`src/rtl/imem_arbiter.sv`:
```
// imem_arbiter: shares the instruction memory port between fetch (priority) and the loader.
// Define IMEM_ADDR_CHECK_EN to drop misaligned/out-of-range requests and raise a sticky err.
module imem_arbiter #(
  parameter int DEPTH_BYTES = 1024,
  parameter int MAX_WAIT    = 4
) (
  input  logic        clk,
  input  logic        rst_n,
  input  logic        f_req_valid,
  input  logic [31:0] f_req_addr,
  output logic        f_req_ready,
  output logic        f_rsp_valid,
  output logic [31:0] f_rsp_data,
  input  logic        l_req_valid,
  input  logic        l_req_we,
  input  logic [31:0] l_req_addr,
  input  logic [31:0] l_req_wdata,
  input  logic        l_lock,
  output logic        l_req_ready,
  output logic        l_rsp_valid,
  output logic [31:0] l_rsp_data,
  output logic        mem_en,
  output logic        mem_we,
  output logic [31:0] mem_addr,
  output logic [31:0] mem_wdata,
  input  logic [31:0] mem_rdata,
  output logic        err
);

  typedef enum logic {SHARED, LOCKED} state_t;
  typedef enum logic [1:0] {OWN_NONE, OWN_FETCH, OWN_LOADER} owner_t;

  localparam logic [3:0]  MaxWait  = 4'(MAX_WAIT);
  localparam logic [31:0] LastWord = 32'(DEPTH_BYTES - 4);

  if (MAX_WAIT < 1 || MAX_WAIT > 15) begin : g_badMaxWait
    $error("imem_arbiter: MAX_WAIT must be in 1..15");
  end
  if (DEPTH_BYTES < 4) begin : g_badDepth
    $error("imem_arbiter: DEPTH_BYTES must be at least 4");
  end

  state_t      r_state;
  state_t      w_stateNext;
  owner_t      r_owner;
  logic [3:0]  r_waitCnt;
  logic        r_rspZero;
  logic        w_fGrant;
  logic        w_lGrant;
  logic        w_grant;
  logic        w_badAddr;
  logic        w_forward;
  logic [31:0] w_reqAddr;

  // A starved loader overrides fetch once it has waited MAX_WAIT cycles.
  always_comb begin
    w_fGrant    = 1'b0;
    w_lGrant    = 1'b0;
    w_stateNext = l_lock ? LOCKED : SHARED;
    if (r_state == LOCKED) begin
      w_lGrant = l_req_valid;
    end else if (l_req_valid && (r_waitCnt == MaxWait)) begin
      w_lGrant = 1'b1;
    end else if (f_req_valid) begin
      w_fGrant = 1'b1;
    end else if (l_req_valid) begin
      w_lGrant = 1'b1;
    end
  end

  assign w_grant   = w_fGrant | w_lGrant;
  assign w_reqAddr = w_lGrant ? l_req_addr : f_req_addr;

`ifdef IMEM_ADDR_CHECK_EN
  assign w_badAddr = (w_reqAddr[1:0] != 2'b00) || (w_reqAddr > LastWord);
`else
  assign w_badAddr = 1'b0;
`endif

  assign w_forward   = w_grant & ~w_badAddr;
  assign f_req_ready = w_fGrant;
  assign l_req_ready = w_lGrant;
  assign mem_en      = w_forward;
  assign mem_we      = w_forward & w_lGrant & l_req_we;
  assign mem_addr    = w_reqAddr;
  assign mem_wdata   = w_lGrant ? l_req_wdata : 32'h0;

  always_ff @(posedge clk or negedge rst_n) begin
    if (!rst_n) begin
      r_state   <= SHARED;
      r_waitCnt <= 4'd0;
      r_owner   <= OWN_NONE;
      r_rspZero <= 1'b0;
    end else begin
      r_state <= w_stateNext;
      if (!l_req_valid || w_lGrant) begin
        r_waitCnt <= 4'd0;
      end else if (r_waitCnt < MaxWait) begin
        r_waitCnt <= r_waitCnt + 4'd1;
      end
      if (w_fGrant) begin
        r_owner <= OWN_FETCH;
      end else if (w_lGrant) begin
        r_owner <= OWN_LOADER;
      end else begin
        r_owner <= OWN_NONE;
      end
      // Write acks and dropped requests answer with zero instead of memory data.
      r_rspZero <= (w_lGrant & l_req_we) | w_badAddr;
    end
  end

  assign f_rsp_valid = (r_owner == OWN_FETCH);
  assign l_rsp_valid = (r_owner == OWN_LOADER);
  assign f_rsp_data  = (f_rsp_valid && !r_rspZero) ? mem_rdata : 32'h0;
  assign l_rsp_data  = (l_rsp_valid && !r_rspZero) ? mem_rdata : 32'h0;

`ifdef IMEM_ADDR_CHECK_EN
  logic r_err;

  always_ff @(posedge clk or negedge rst_n) begin
    if (!rst_n) begin
      r_err <= 1'b0;
    end else if (w_grant && w_badAddr) begin
      r_err <= 1'b1;
    end
  end

  assign err = r_err;
`else
  assign err = 1'b0;
`endif

endmodule

```
`config.mk`:
```
export PLATFORM = sky130hd
export DESIGN_NAME = imem_arbiter
export DESIGN_NICKNAME = d
export VERILOG_FILES = /design/src/rtl/imem_arbiter.sv
export SDC_FILE = /design/constraint.sdc
export NUM_CORES = 1
export LEC_CHECK = 0
export CORE_AREA = 2 2 105 107
export CTS_CLUSTER_SIZE = 24
export DETAILED_ROUTE_END_ITERATION = 8
export DIE_AREA = 0 0 107 109
export PLACE_DENSITY = 0.57
export RECOVER_POWER = 100
export SYNTH_ARGS = -nofsm -noshare
export SYNTH_HDL_FRONTEND = slang
export SYNTH_SLANG_ARGS = --single-unit
```
`constraint.sdc`:
```
create_clock -name clk -period 3.6 [get_ports clk]
set_clock_uncertainty 0.15 [all_clocks]
set_input_delay 0.54 -clock clk [delete_from_list [all_inputs] [get_ports clk]]
set_output_delay 0.54 -clock clk [all_outputs]
set_load 0.02 [all_outputs]
```
==> flow_summary.json <==
{
  "slowest_delay_ns": 0.55,
  "io_pins": 269,
  "synth-async-reset-ratio_pct": 100,
  "setup_violations": 0,
  "required_ns": 2.91,
  "hold_path.class": "flop to flop",
  "p_int_w": 0.000462,
  "sw_frac_of_total_pct": 34.3,
  "r2r_cells": 6,
  "cp_max_fo": 32,
  "crit_family": "buffers and inverters",
  "drt-initial-drc-count": 44,
  "syn_nets": 315,
  "cts_buffer_depth": 2,
  "drv_slew": 0,
  "critPathLaunchType": "input pin",
  "p_total_w": 0.000703,
  "cts_resized": 0,
  "synth.cell_area_um2": 1420,
  "root_buffer": "clkbuf_8",
  "timing.final.crit_period_ns": 3.29,
  "cp_slowest_cell": "dlygate4sd3_1",
  "cts_tree": "done",
  "ant_nets": 0,
  "dp_cells": 576,
  "cp.arrival_ns": 2.60,
  "vias": 2177,
  "n_antenna_cell": 0,
  "p_comb_share_pct": 71.5,
  "cts_buffers": 3,
  "antenna_found_initial": 0,
  "ys_types": 23,
  "cts.clk_slew.worst_paths_ns": 0.04,
  "grt_max_degree": 35,
  "die_y_um": 109,
  "synth-edff-count": 0,
  "cts_setup_buffers": 0,
  "cts_hold_buf": 0,
  "grt_overflow": 0,
  "syn_inst": 179,
  "powerDensity_nw_per_um2": 165,
  "critical_path_class": "input pin to output port",
  "grt_usage_pct": 12.3,
  "clock-sinks": 8,
  "htreeDepth": 1,
  "ir_worst_vdd_uv": 90.9,
  "worst_slew_margin_rel_pct": 32.1,
  "place_congestion": 0.864,
  "grt_pass1_wl_um": 11200,
  "fin_cells": 579,
  "port_buffers": 267,
  "tightestPinTransition_ns": 1.02,
  "max_cap_viol_count": 0,
  "floorplan.initialDensity_pct": 13.4,
  "finalHoldViolCount": 0,
  "core_um2": 10600,
  "post-route-drc-count": 0,
  "power_frac_seq_pct": 13.5,
  "drt-wirelength-per-cell_um": 13.2,
  "dr.pass1.iters": 4,
  "clockPowerShare_pct": 15.0,
  "power_leakage_nw": 1.89,
  "routed_wl_um": 7630,
  "die_w_um": 107,
  "outcome": "completed",
  "max_freq_ghz": 0.304,
  "crit_cells": 6,
  "layout-drive-gt1-share_pct": 8.43,
  "synth-main-ff-cell": "dfrtp_1",
  "synth.ff_latch_count": 8,
  "clock_latency_ns": 0.23,
  "yosysTopAreaCell": "and2_1",
  "synthTopCellsByArea": "and2_1 43%, mux2_2 24%, dfrtp_1 14%",
  "rsz0062_at_grt": "no",
  "hold_depth": 2,
  "rows": 38,
  "grt_pass1_vias": 2172,
  "p_switching_w": 0.000241,
  "syn_to_final_growth_pct": 200,
  "avgSynthCellArea_um2": 7.93,
  "ys_warn_count": 0,
  "path_buf_inv": 3,
  "tns_ns": 0,
  "finalCritPeriodShare_pct": 91.5,
  "critPathCaptureType": "output port",
  "hpwl_um": 6770,
  "dieArea_um2": 11700,
  "layout.nets": 577,
  "via_per_inst": 3.76,
  "worstPathCellList": "dlygate4sd3_1 > nand2b_1 > o21ai_4 > buf_12 > mux2_2 > clkdlybuf4s50_1",
  "synth.top_cell.area_share_pct": 42.7,
  "ys_seq_area_share_pct": 14.1
}
==> through the flow <==
stage / util [%] / cell area (um^2) / hold WS, ns / setup slack [ns]
2_1_floorplan: - / 1420 / 0.0944 / 1.29
3_3_place_gp: 39.9 / 4230 / 0.397 / 0.404
3_5_place_dp: 39.9 / 4230 / 0.412 / 0.374
4_1_cts: 40.3 / 4270 / 0.417 / 0.369
5_1_grt: 40.2 / 4260 / 0.429 / 0.142
6_report: 40.2 / 4260 / 0.416 / 0.306
==> power groups by stage <==
stage / clock network [W] / logic [W] / registers (W)
final: 0.000105 / 0.000502 / 0.0000950
after global routing: 0.000114 / 0.000535 / 0.0000953
after CTS: 0.000110 / 0.000530 / 0.0000950
after detailed placement: 0 / 0.000528 / 0.0000963
after global placement: 0 / 0.000526 / 0.0000961
after floorplan: 0 / 0.000210 / 0.0000958
==> final cells by class <==
type,count,area (um^2)
tap,140,175
inverter,5,18.8
sequential,8,200
timing repair buffer,270,2700
clock buffer,3,41.3
multi-input combinational,153,1120
fill,1057,6340
==> placed cells by master (no fill, tap or decap), types with 3 or more instances in the layout <==
cell type,n
a21oi_1,3
and2_1,95
clkbuf_8,3
clkdlybuf4s50_1,166
dfrtp_1,8
dlygate4sd3_1,101
inv_1,4
mux2_2,30
nor2_1,4
nor2b_1,5
==> cells by family (layout without fill, tap and decap cells) <==
kind of cell / after synthesis / count (layout) / share of synthesized area, %
flops: 8 / 8 / 14.1
simple gates: 112 / 112 / 48.6
fa+ha+maj: 2 / 2 / 1.76
buf+inv: 18 / 278 / 6.70
mux: 32 / 32 / 25.4
xor+xnor: 1 / 1 / 0.617
compound gates: 5 / 5 / 2.55
other cells: 1 / 1 / 0.264
==> state kept, by name, indices dropped and copies added (netlist names) <==
signal / count
r_waitCnt: 4
r_owner: 2
r_rspZero: 1
r_state: 1
==> worst register-to-register path, stage by stage (launching register included) <==
cell     delay (ns)
dfrtp_1        0.37
inv_1          0.06
ha_1           0.21
and3b_1        0.22
o21ai_4        0.19
inv_2          0.20
and2_1         0.23
==> layer usage <==
| metal | track usage, % | routed length [um] | up-vias |
|---|---|---|---|
| met4 | 3.06 | 119 | 0 |
| met3 | 4.96 | 1000 | 11 |
| met2 | 24.7 | 4070 | 151 |
| li1 | - | - | 1086 |
| met5 | 0 | 0 | - |
| met1 | 11.3 | 2440 | 929 |
==> Yosys cell counts (2+ instances only) <==
master,instances
a21oi_1,3
and2_1,97
buf_6,3
clkbuf_1,8
dfrtp_1,8
ha_1,2
inv_1,4
mux2_1,2
mux2_2,30
nand2b_1,2
nor2_1,4
nor2b_1,5
==> worst paths after layout <==
check                                  start           end  slack [ns]
worst max-delay path             f_req_valid  mem_addr[26]        0.31
worst min-delay path            r_waitCnt[2]  r_waitCnt[2]        0.42
worst max register to register  r_waitCnt[0]     r_rspZero        1.85
worst min register to register  r_waitCnt[2]  r_waitCnt[2]        0.42
max in group asynchronous              rst_n       r_state        2.51
min in group asynchronous              rst_n  r_waitCnt[3]        0.52
No activity file was read; power rests on OpenSTA's default activity.
